`config.mk`:
```
export PLATFORM = sky130hd
export DESIGN_NAME = apb_2_lint
export DESIGN_NICKNAME = d
export VERILOG_FILES = /design/src/rtl/apb_2_lint_pkg.sv /design/src/rtl/apb_2_lint.sv
export SDC_FILE = /design/constraint.sdc
export NUM_CORES = 1
export LEC_CHECK = 0
export BUFFER_PORTS_ARGS = -buffer_cell sky130_fd_sc_hd__buf_2
export CORE_MARGIN = 1.5
export CORE_UTILIZATION = 49
export DETAILED_ROUTE_END_ITERATION = 8
export GPL_ROUTABILITY_DRIVEN = 0
export PLACE_DENSITY = 0.84
export SYNTH_ARGS = -nofsm -noshare
export SYNTH_HDL_FRONTEND = slang
export SYNTH_SLANG_ARGS = --single-unit
```
`constraint.sdc`:
```
create_clock -name clk -period 2.4 [get_ports clk]
set_clock_uncertainty 0.05 [all_clocks]
set_input_delay 0.48 -clock clk [delete_from_list [all_inputs] [get_ports clk]]
set_output_delay 0.48 -clock clk [all_outputs]
set_load 0.01 [all_outputs]
```
`src/rtl/apb_2_lint_pkg.sv`:
```
// apb_2_lint_pkg: shared types and constants for the APB-to-lint bridge.
//   state_t                : bridge FSM states (IDLE, REQ, WAIT, DONE)
//   ERR_RDATA              : read data returned on an aborted access
//   DEFAULT_TIMEOUT_CYCLES : default abort threshold (APB_2_LINT_TIMEOUT_EN builds)
package apb_2_lint_pkg;

  typedef enum logic [1:0] {
    IDLE = 2'd0,
    REQ  = 2'd1,
    WAIT = 2'd2,
    DONE = 2'd3
  } state_t;

  localparam logic [31:0] ERR_RDATA = 32'hDEAD_BEEF;

  localparam int unsigned DEFAULT_TIMEOUT_CYCLES = 255;

endpackage

```
`src/rtl/apb_2_lint.sv`:
```
// apb_2_lint: APB slave to lint master bridge. Each APB access phase is
// turned into exactly one lint transaction; PREADY pulses for one cycle
// once the lint response has arrived.
//
// Ports:
//   clk, rst_n                       clock, asynchronous active-low reset
//   PADDR/PWDATA/PWRITE/PSEL/PENABLE APB request
//   PRDATA/PREADY/PSLVERR            APB response
//   data_req_o/add_o/wen_o/wdata_o/be_o, data_gnt_i   lint request
//   data_r_valid_i/data_r_rdata_i                     lint response
//
// Configuration:
//   APB_2_LINT_TIMEOUT_EN  when defined, an access that spends TIMEOUT_CYCLES
//                          cycles in REQ/WAIT is aborted with PSLVERR=1 and
//                          PRDATA=ERR_RDATA. Otherwise PSLVERR is tied low and
//                          the bridge waits indefinitely.
module apb_2_lint
  import apb_2_lint_pkg::*;
#(
  parameter int unsigned ADDR_WIDTH     = 32,
  parameter int unsigned DATA_WIDTH     = 32,
  parameter int unsigned TIMEOUT_CYCLES = DEFAULT_TIMEOUT_CYCLES,
  localparam int unsigned BE_WIDTH      = DATA_WIDTH / 8
) (
  input  logic                  clk,
  input  logic                  rst_n,
  input  logic [ADDR_WIDTH-1:0] PADDR,
  input  logic [DATA_WIDTH-1:0] PWDATA,
  input  logic                  PWRITE,
  input  logic                  PSEL,
  input  logic                  PENABLE,
  output logic [DATA_WIDTH-1:0] PRDATA,
  output logic                  PREADY,
  output logic                  PSLVERR,
  output logic                  data_req_o,
  output logic [ADDR_WIDTH-1:0] data_add_o,
  output logic                  data_wen_o,
  output logic [DATA_WIDTH-1:0] data_wdata_o,
  output logic [BE_WIDTH-1:0]   data_be_o,
  input  logic                  data_gnt_i,
  input  logic                  data_r_valid_i,
  input  logic [DATA_WIDTH-1:0] data_r_rdata_i
);

  state_t state;
  logic   start;
  logic   finish;
  logic   abort;

  assign start  = (state == IDLE) && PSEL && PENABLE;
  // Normal progress wins over a timeout that expires in the same cycle.
  assign finish = ((state == REQ) && data_gnt_i) || ((state == WAIT) && data_r_valid_i);

`ifdef APB_2_LINT_TIMEOUT_EN
  localparam int unsigned CNT_W = $clog2(TIMEOUT_CYCLES + 1);

  logic [CNT_W-1:0] cnt;
  logic             err;
  logic             expired;

  // cnt holds the number of completed REQ/WAIT cycles, so the access is
  // abandoned at the end of its TIMEOUT_CYCLES-th cycle.
  assign expired = (32'(cnt) + 32'd1) >= TIMEOUT_CYCLES;
  assign abort   = ((state == REQ) || (state == WAIT)) && expired && !finish;
  assign PSLVERR = err;

  always_ff @(posedge clk or negedge rst_n) begin
    if (!rst_n) begin
      cnt <= '0;
      err <= 1'b0;
    end else begin
      if (start) begin
        cnt <= '0;
      end else if ((state == REQ) || (state == WAIT)) begin
        cnt <= cnt + CNT_W'(1);
      end
      if (abort) begin
        err <= 1'b1;
      end else if (state == DONE) begin
        err <= 1'b0;
      end
    end
  end
`else
  assign abort   = 1'b0;
  assign PSLVERR = 1'b0;
`endif

  always_ff @(posedge clk or negedge rst_n) begin
    if (!rst_n) begin
      state        <= IDLE;
      data_add_o   <= '0;
      data_wen_o   <= 1'b0;
      data_wdata_o <= '0;
      PRDATA       <= '0;
    end else begin
      case (state)
        IDLE: begin
          if (start) begin
            data_add_o   <= {PADDR[ADDR_WIDTH-1:2], 2'b00};
            data_wen_o   <= PWRITE;
            data_wdata_o <= PWDATA;
            state        <= REQ;
          end
        end
        REQ: begin
          if (finish) begin
            state <= WAIT;
          end else if (abort) begin
            PRDATA <= DATA_WIDTH'(ERR_RDATA);
            state  <= DONE;
          end
        end
        WAIT: begin
          if (finish) begin
            PRDATA <= data_wen_o ? '0 : data_r_rdata_i;
            state  <= DONE;
          end else if (abort) begin
            PRDATA <= DATA_WIDTH'(ERR_RDATA);
            state  <= DONE;
          end
        end
        DONE:    state <= IDLE;
        default: state <= IDLE;
      endcase
    end
  end

  assign data_req_o = (state == REQ);
  assign PREADY     = (state == DONE);
  assign data_be_o  = '1;

  // The lint side is word addressed; the byte offset of PADDR is dropped.
  logic unused_ok;
  assign unused_ok = ^{PADDR[1:0], 32'(TIMEOUT_CYCLES)};

endmodule

```
==> summary.md, run 1 <==
| Metric | Value |
|---|---|
| Status | `completed` |
| Reg area | `around 0.0024 mm^2` |
| P&R area growth vs syn | `31.73%` |
| Max Root-Sink Buffers | `2` |
| Most frequent cells in the layout | `buf_2, dfrtp_1, mux2_2, nor2b_1, clkbuf_8` |
| CTS tree | `yes` |
| Hold crit path type | `input port to async pin` |
| Die Y | `between 90 and 100 um` |
| WP data required | `2570 ps` |
| Chip width | `about 94 um` |
| Hold_buf cts | `0` |
| Power per cell area | `~1300 mW/mm^2` |
| Kind of critical path | `flop to flop` |
| Pre-antenna DRT Iters | `4` |
| Max Cap Viol | `0` |
| Worst vdd ir | `between 0.0006 and 0.0007 V` |
| RSZ-0062 raised after global routing | `no` |
| Total number of vias | `roughly 2700` |
| Rel. slew slack | `a little under two thirds` |
| Max Slew Vio Count | `0` |
| Crit. End Element | `flop` |
| Crit start category | `flop` |
| Sequential fraction of the synthesis area | `60.34%` |
| Core box area | `slightly below 0.008 mm^2` |
| DR DRC count | `0` |
| Syn Area/Cell | `approximately 15 um^2` |
| Cell Rows | `32` |
| Nets@finish | `between 500 and 600` |
| Number of gates resized after CTS | `0` |
| Port bufs | `between 150 and 200` |
| CTS root buf | `clkbuf_8` |
| Share of layout cells above drive strength 1 | `around two thirds` |
| Drt first-iter violations | `between 60 and 70` |
| Die Footprint | `0.008762 mm^2` |
| Multi-input logic area | `~0.0014 mm^2` |
| Drt wl/cell | `between 10 and 15 um` |
| CTS Sinks | `between 90 and 100` |
| Fill cells | `roughly 600` |
| # IOs | `about 210` |
| Synth Register Bits | `97` |
| Depth of the CTS H-tree | `3` |
| Total GRT Usage | `around a fifth` |
| Starting Density | `51.26%` |
| Cells after Synth | `about 260` |
| Final critical-path required period | `1828 ps` |
| CTS clk-pin slew, worst paths | `around 100 ps` |
| Detailed Place HPWL | `about 6300 um` |
| Final worst-path cycle share | `about three quarters` |
| Maximum fanout along the worst path | `32` |
| Vias in the first global route | `~2800` |
| Setup violators final | `0` |
| Ant. Diodes | `0` |
| Pwr Total | `approximately 7 mW` |
| Cts bufs inserted | `9` |
| Largest net degree at the start of global routing | `64` |
| Setup Fix Bufs, Post-CTS | `0` |
| Setup tns final | `0 ps` |
| WL final | `8427 um` |
| Antenna violations before repair | `0` |
| Data arrival time of the worst path | `roughly 2000 ps` |
| Synth cell types | `18` |
| Mapped Area | `roughly 0.004 mm^2` |
| Fin. Hold Viols | `0` |
| Grt total ovfl | `0` |
| Leak | `between 2 and 3 nW` |
| Antenna-violating nets left | `0` |
| Fmax achieved | `roughly 0.55 GHz` |
| Most common cell after layout, fill and taps aside | `buf_2` |
| Vias/cell | `between 4 and 5` |
| Clock latency at the later pin of the worst-skew pair | `approximately 350 ps` |
| Global-route wire length before repair | `13150 um` |
| Synth warn | `0` |
| Slew @ Worst Pin | `546.1 ps` |
==> cell type report <==
class / count / share of cell area [%]
Tap cell: 102 / 2.408
Clock inverter: 5 / 1.606
Timing Repair Buffer: 202 / 19.83
Sequential cell: 97 / 45.81
Clock buffer: 11 / 2.857
Multi-Input combinational cell: 150 / 27.34
Inverter: 2 / 0.1417
==> cell families after synthesis <==
| group | after synthesis | synth area share (%) |
|---|---|---|
| multiplexers | 97 | 27.12 |
| AND/OR/NAND/NOR | 39 | 6.097 |
| other | 2 | 0.1867 |
| flip-flops | 97 | 60.34 |
| buffers and inverters | 21 | 4.106 |
| adder cells (fa/ha/maj) | 5 | 1.555 |
| AO/OA/AOI/OAI | 2 | 0.5912 |
==> through the flow <==
step	hold slack (ps)	instance area (um^2)	worst slack (ps)	utilization, %	cells
after floorplan	134.4	4041	750.5	-	268
after global placement	418.5	5062	601.6	64.51	553
after detailed placement	435.6	5062	555.0	64.51	553
after CTS	52.23	5299	546.0	67.52	569
after global routing	77.86	5299	442.5	67.52	569
final	46.92	5299	572.3	67.52	569
==> synth_stat cells <==
| master | number | area [um^2] |
|---|---|---|
| a32oi_2 | 1 | 16.27 |
| conb_1 | 2 | 7.510 |
| nor2b_1 | 32 | 200.2 |
| dfrtp_1 | 97 | 2427 |
| buf_4 | 9 | 67.56 |
| mux2i_1 | 1 | 10.01 |
| ha_1 | 5 | 62.56 |
| inv_1 | 2 | 7.510 |
| mux2_2 | 86 | 968.4 |
| nand2_1 | 3 | 11.26 |
| clkbuf_1 | 3 | 11.26 |
| nand3_4 | 1 | 17.52 |
| a21o_1 | 1 | 7.510 |
| nand2_2 | 1 | 6.260 |
| buf_6 | 7 | 78.83 |
| nor2_1 | 1 | 3.750 |
| or2_1 | 1 | 6.260 |
| mux2_1 | 10 | 112.6 |
==> flip-flops by register name, summed over array words and instances (netlist names) <==
name	cells
PRDATA	32
data_wdata_o	32
data_add_o	30
state	2
data_wen_o	1
==> worst paths after layout <==
| kind | startpoint | end | slack, ps | cells after the start |
|---|---|---|---|---|
| worst max-delay path | state[1] | PRDATA[5] | 570 | 6 |
| worst min-delay path | rst_n | PRDATA[12] | 50 | 1 |
| worst max register to register | state[1] | PRDATA[5] | 570 | 6 |
| worst min register to register | PRDATA[9] | PRDATA[9] | 450 | 1 |
| max in group asynchronous | rst_n | data_wdata_o[7] | 1590 | 2 |
| min in group clk | PWDATA[15] | data_wdata_o[15] | 290 | 2 |
==> routing by layer <==
layer,global-route usage (%),part of all wire (%)
met2,34.36,51
met5,0,0
met4,6.716,1.3
met3,6.748,9.8
met1,22.50,38
==> power by group <==
part / switching, mW / internal [mW]
Sequential: 0.425 / 2.44
Combinational: 1.31 / 1.45
Clock: 0.551 / 0.650
==> worst max-delay path, cell delays in order (launching register included) <==
cell,delay (ps)
dfrtp_1,390
inv_1,90
ha_1,220
a21o_1,170
nand2_2,60
buf_4,350
mux2_2,390
(Power assumes the default switching activity.)
==> inputs of run 2 (changes only) <==
- ABC_AREA: not set -> 1
- CORE_UTILIZATION: 49 -> 46
- PLACE_DENSITY: 0.84 -> 0.79
- clock period: 2.4 -> 1.8 ns (I/O delays scaled with it)
==> summary.md, run 2 <==
| Metric | Value |
|---|---|
| Setup tns final | `0 ps` |
| Synth cell types | `18` |
| Final Cell Area | `~0.0055 mm^2` |
| Cts bufs inserted | `9` |
| WL final | `between 9000 and 10000 um` |
| Core box area | `0.008678 mm^2` |
| DR DRC count | `0` |
| Max Root-Sink Buffers | `2` |
| Post-synth top area share | `between 50% and 60%` |
| Post-placement cell count | `roughly 730` |
| Maximum fanout along the worst path | `29` |
| Power per cell area | `1518 mW/mm^2` |
| Clock latency at the later pin of the worst-skew pair | `roughly 350 ps` |
| Antenna-violating nets left | `0` |
| Grt total ovfl | `0` |
| CTS Sinks | `97` |
| Post-synth top area cell | `dfrtp_1` |
| Largest family of logic cells by synthesized area | `compound AO/OA/AOI/OAI gates` |
| Crit start category | `flop` |
| Final worst-path cycle share | `93.01%` |
| Total number of vias | `3442` |
| Setup violators final | `0` |
| Die Footprint | `between 0.009 and 0.01 mm^2` |
| FF-to-FF Start | `state[0]` |
| Final critical-path required period | `roughly 1700 ps` |
| Starting Density | `around 47%` |
| Ys async rst share | `100.0%` |
| WHS | `between 150 and 200 ps` |
| Synth Register Bits | `between 90 and 100` |
| Total GRT Usage | `between 20% and 30%` |
| Data arrival time of the worst path | `1910 ps` |
| Post-Synth Simple-Gate Area | `between 10% and 20%` |
| Ant. Diodes | `0` |
| Syn Area/Cell | `about 9.4 um^2` |
| Vias/cell | `4.589` |
| Cell Rows | `34` |
| Nets@finish | `roughly 750` |
| Pre-antenna DRT Iters | `4` |
| Chip width | `~100 um` |
| Fin. Hold Viols | `0` |
| Leak | `3.200 nW` |
| Max Slew Vio Count | `0` |
| Hold path startpoint | `PADDR[21]` |
| WP data required | `between 2000 and 2500 ps` |
| Mapped Area | `between 0.004 and 0.005 mm^2` |
| Share of layout cells above drive strength 1 | `roughly two fifths` |
| Worst Hold Path EP | `data_add_o[21]` |
| Hold-critical path depth | `3` |
| Area fraction in compound gates after synthesis | `approximately 14%` |
| Port bufs | `just under 200` |
| Layout Cells excl Fill | `750` |
| Synth Flop Type | `dfrtp_1` |
| Antenna violations before repair | `0` |
| Xor/xnor share of the synthesized area | `0%` |
| Sequential fraction of the synthesis area | `between 50% and 60%` |
| Drt first-iter violations | `90` |
| Depth of the CTS H-tree | `3` |
| Count leader, synth | `nand2_1` |
| Fmax achieved | `0.5973 GHz` |
| Fill cells | `between 700 and 800` |
| Post-synth top cells | `nand2_1, dfrtp_1, inv_1` |
| Largest cells by area after synthesis | `dfrtp_1, nand2_1, o21ai_0` |
| CTS root buf | `clkbuf_8` |
| P&R area growth vs syn | `32.62%` |
| Reg2reg setup slack | `approximately 130 ps` |
| Most frequent cells in the layout | `buf_2, nand2_1, dfrtp_1, inv_1, o21ai_0` |
| Max Cap Viol | `0` |
| Status | `completed` |
| Synth Area in Adders | `about 1.5%` |
| RSZ-0062 raised after global routing | `no` |
| Vias in the first global route | `between 3000 and 4000` |
| Detailed Place HPWL | `approximately 7000 um` |
| CTS tree | `yes` |
| Kind of critical path | `flop to flop` |
| Drt wl/cell | `approximately 12 um` |
| Post-synth EDFFs | `0` |
| # IOs | `about 210` |
| Cells after Synth | `438` |
| Hold crit path type | `input port to flop` |
| Global-route wire length before repair | `roughly 15000 um` |
| Most common cell after layout, fill and taps aside | `buf_2` |
| Synth warn | `0` |
| DP Area | `between 0.005 and 0.006 mm^2` |
| Die Y | `97.63 um` |
| FF-to-FF End | `PRDATA[1]` |
| Largest regs | `PRDATA (32), data_wdata_o (32), data_add_o (30)` |
| Crit. End Element | `flop` |
| Largest net degree at the start of global routing | `~50` |
| CTS clk-pin slew, worst paths | `~100 ps` |
| Mux share of post-synthesis cell area | `0%` |
| Worst R2R Path Depth | `8` |
| Worst vdd ir | `around 0.00073 V` |
[run 2: worst max-delay path by stage]
stage,startpoint,endpoint,slack (ps)
2_1_floorplan,state[0],PRDATA[0],400
3_3_place_gp,state[0],PRDATA[10],230
3_5_place_dp,state[0],PRDATA[1],140
4_1_cts,state[0],PRDATA[1],120
5_1_grt,state[0],PRDATA[1],2
6_report,state[0],PRDATA[1],130
[run 2: what timing repair did]
action / CTS / global route
endpoints found under the setup margin: 0 / 15
hold buffers: 1 / 0
gates resized for setup: 0 / 1
buffers inserted: 0 / 2
hold endpoints to repair: 14 / 0
[run 2: critical path: stages (launching register included)]
cell,delay [ps]
dfrtp_1,420
inv_1,100
ha_1,280
nand2_2,110
nand2_2,60
nand2_4,180
buf_12,230
nand2_1,100
o21ai_2,70
[run 2: logic make-up (layout without fill, tap and decap cells)]
family	Yosys count	after routing
and+or+nand+nor	143	143
DFF	97	97
buffers and inverters	96	295
AOI/OAI and AO/OA	95	95
adders and majority gates	5	5
other	2	7
[run 2: metal layers]
metal	GRT usage [%]	up-vias	wire length [um]
met3	6.978	13	877
met1	24.77	1557	3897
met5	0	-	0
met2	33.01	156	4411
met4	7.802	0	127
li1	-	1716	-
[run 2: stage by stage]
| step | setup slack (ps) | power (mW) | utilization, % |
|---|---|---|---|
| after floorplan | 396.2 | 5.368 | - |
| after global placement | 225.1 | 6.596 | 59.99 |
| after detailed placement | 140.5 | 6.763 | 59.99 |
| after CTS | 124.7 | 8.368 | 62.73 |
| after global routing | 1.947 | 8.923 | 62.95 |
| final | 125.8 | 8.294 | 62.95 |
[run 2: area by class of cell]
cell class / count / area, um^2 / area share (%)
Clock buffer: 11 / 151.4 / 2.771
Clock inverter: 4 / 76.32 / 1.397
Inverter: 67 / 251.5 / 4.604
Multi-Input combinational cell: 250 / 1256 / 23.00
Sequential cell: 97 / 2427 / 44.43
Tap cell: 108 / 135.1 / 2.474
Timing Repair Buffer: 213 / 1165 / 21.32
[run 2: power by group]
group          internal [mW]  switching, mW  leakage [nW]
combinational           1.32           1.89          1.85
sequential              3.04          0.455          1.24
clock                  0.854          0.731         0.112
total                   5.21           3.08          3.20
==> inputs of run 3 (changes only) <==
--- a/constraint.sdc
+++ b/constraint.sdc
@@ -3,3 +3,3 @@
 set_input_delay 0.36 -clock clk [delete_from_list [all_inputs] [get_ports clk]]
 set_output_delay 0.36 -clock clk [all_outputs]
-set_load 0.01 [all_outputs]
+set_load 0.1 [all_outputs]
==> summary.md, run 3 (same netlist as run 2, synthesis figures left out) <==
| Metric | Value |
|---|---|
| Cell family with the largest share of critical-path delay | `flip-flops` |
| Worst path buffer plus inverter count | `2` |
| Maximum fanout along the worst path | `3` |
| Hold crit path type | `input port to async pin` |
| CTS clk-pin slew, worst paths | `90 ps` |
| CTS Sinks | `97` |
| Fin. Hold Viols | `9` |
| Hold_buf cts | `0` |
| Drt wl/cell | `~12 um` |
| Fmax achieved | `0.5767 GHz` |
| Reg2reg setup slack | `170 ps` |
| Max Slew Vio Count | `0` |
| Share of layout cells above drive strength 1 | `approximately two fifths` |
| Clock latency at the later pin of the worst-skew pair | `approximately 340 ps` |
| Setup violators final | `0` |
| Most frequent cells in the layout | `buf_2, nand2_1, dfrtp_1, inv_1, o21ai_0` |
| DR DRC count | `0` |
| Nets@finish | `approximately 740` |
| Slowest cell on crit path | `dfrtp_1` |
| Max Cap Viol | `0` |
| Depth of the CTS H-tree | `3` |
| Final worst-path cycle share | `slightly below 100%` |
| Drt first-iter violations | `approximately 120` |
| Antenna violations before repair | `0` |
| Most common cell after layout, fill and taps aside | `buf_2` |
| Grt total ovfl | `0` |
| WHS | `-30.57 ps` |
| Final core occ | `between 60% and 70%` |
| Largest regs | `PRDATA (32), data_wdata_o (32), data_add_o (30)` |
| Rel. slew slack | `between 60% and 70%` |
| WL final | `a little over 9000 um` |
| Critical Path Start | `state[0]` |
| Slew @ Worst Pin | `about 540 ps` |
| Die Y | `around 98 um` |
| Port bufs | `roughly 200` |
| Final critical-path required period | `between 1500 and 2000 ps` |
| Crit. End Element | `output port` |
| Antenna-violating nets left | `0` |
| Fill cells | `736` |
| Total GRT Usage | `20.58%` |
| Failing checks | `negative hold slack` |
| Vias in the first global route | `approximately 3500` |
| Cell Rows | `34` |
| Largest net degree at the start of global routing | `~100` |
| Global-route wire length before repair | `between 15000 and 20000 um` |
| CP most frequent cell | `buf_4` |
| Crit start category | `flop` |
| Worst R2R Path Depth | `8` |
| Vias/cell | `4.624` |
| Setup Fix Bufs, Post-CTS | `0` |
| Cts bufs inserted | `9` |
| FF-to-FF End | `PRDATA[19]` |
| Ant. Diodes | `0` |
| Chip width | `between 90 and 100 um` |
| CP Cell Sequence | `buf_4, ha_1, buf_4` |
| CTS tree | `yes` |
| Starting Density | `47.46%` |
| Core box area | `a little under 0.009 mm^2` |
| Status | `complete, but fails checks` |
| WP data required | `approximately 1400 ps` |
| Setup tns final | `0 ps` |
| FF-to-FF Start | `state[0]` |
| CTS root buf | `clkbuf_8` |
| Detailed Place HPWL | `6765 um` |
| Kind of critical path | `flop to output port` |
| Data arrival time of the worst path | `1320 ps` |
| P&R area growth vs syn | `31.71%` |
| Pre-antenna DRT Iters | `4` |
| Slowest stage delay, CP | `roughly 400 ps` |
| Max Root-Sink Buffers | `2` |
| Total number of vias | `about 3400` |
| Die Footprint | `between 0.009 and 0.01 mm^2` |
| RSZ-0062 raised after global routing | `no` |
| # IOs | `approximately 210` |
-- run 3: changes by cell type in the layout (fill, tap and decap cells not counted), sizes merged --
cell,change
buf,-4
bufinv,-1
clkinv,-1
clkinvlp,+2
dlygate4sd3,-1
-- run 3: worst max path at each step --
stage	cells after the start	to
finish	3	PREADY
global route	6	data_add_o[23]
CTS	3	PREADY
detailed placement	6	data_wdata_o[5]
global placement	6	data_wdata_o[6]
floorplan	4	PRDATA[0]
-- run 3: routing by layer --
metal / global-route usage [%] / routed length [um] / share of wire [%]
met5: 0 / 0 / 0
met4: 6.923 / 114 / 1.2
met3: 7.194 / 905 / 9.8
met2: 33.60 / 4308 / 47
met1: 25.55 / 3937 / 42
-- run 3: through the flow --
step / hold slack [ps] / cell area, um^2 / setup WS, ps / instances
after CTS: 12.52 / 5425 / 48.81 / 745
final: -30.57 / 5425 / 65.92 / 745
after global routing: 27.29 / 5425 / 11.98 / 745
after floorplan: 14.41 / 4150 / 116.8 / 443
after detailed placement: 402.3 / 5219 / 167.4 / 730
after global placement: 398.7 / 5219 / 244.6 / 730
-- run 3: timing repair --
| item | 4_1_cts | 5_1_grt |
|---|---|---|
| setup endpoints to repair | 1 | 0 |
| gates resized for setup | 1 | 0 |
| hold endpoints to repair | 0 | 0 |
-- run 3: layout make-up --
cell class / instances / area (um^2) / area share, %
repair buffers: 208 / 1139 / 20.99
well taps: 108 / 135.1 / 2.491
clock inverters: 4 / 52.55 / 0.9686
clock buffers: 11 / 151.4 / 2.791
multi-input cells: 250 / 1269 / 23.39
flip-flops and latches: 97 / 2427 / 44.74
inverters: 67 / 251.5 / 4.636
-- run 3: worst register-to-register path, stage by stage (launching register included) --
cell     delay [ps]
dfrtp_1         400
inv_1           110
ha_1            280
nand2_2          90
nand2_2          80
nand2_4         140
buf_4           240
nand2_1          80
o21ai_2          50
Power of run 3 is not shown: default switching activity piles up to over one toggle a cycle in this logic, so the estimate is an artifact.
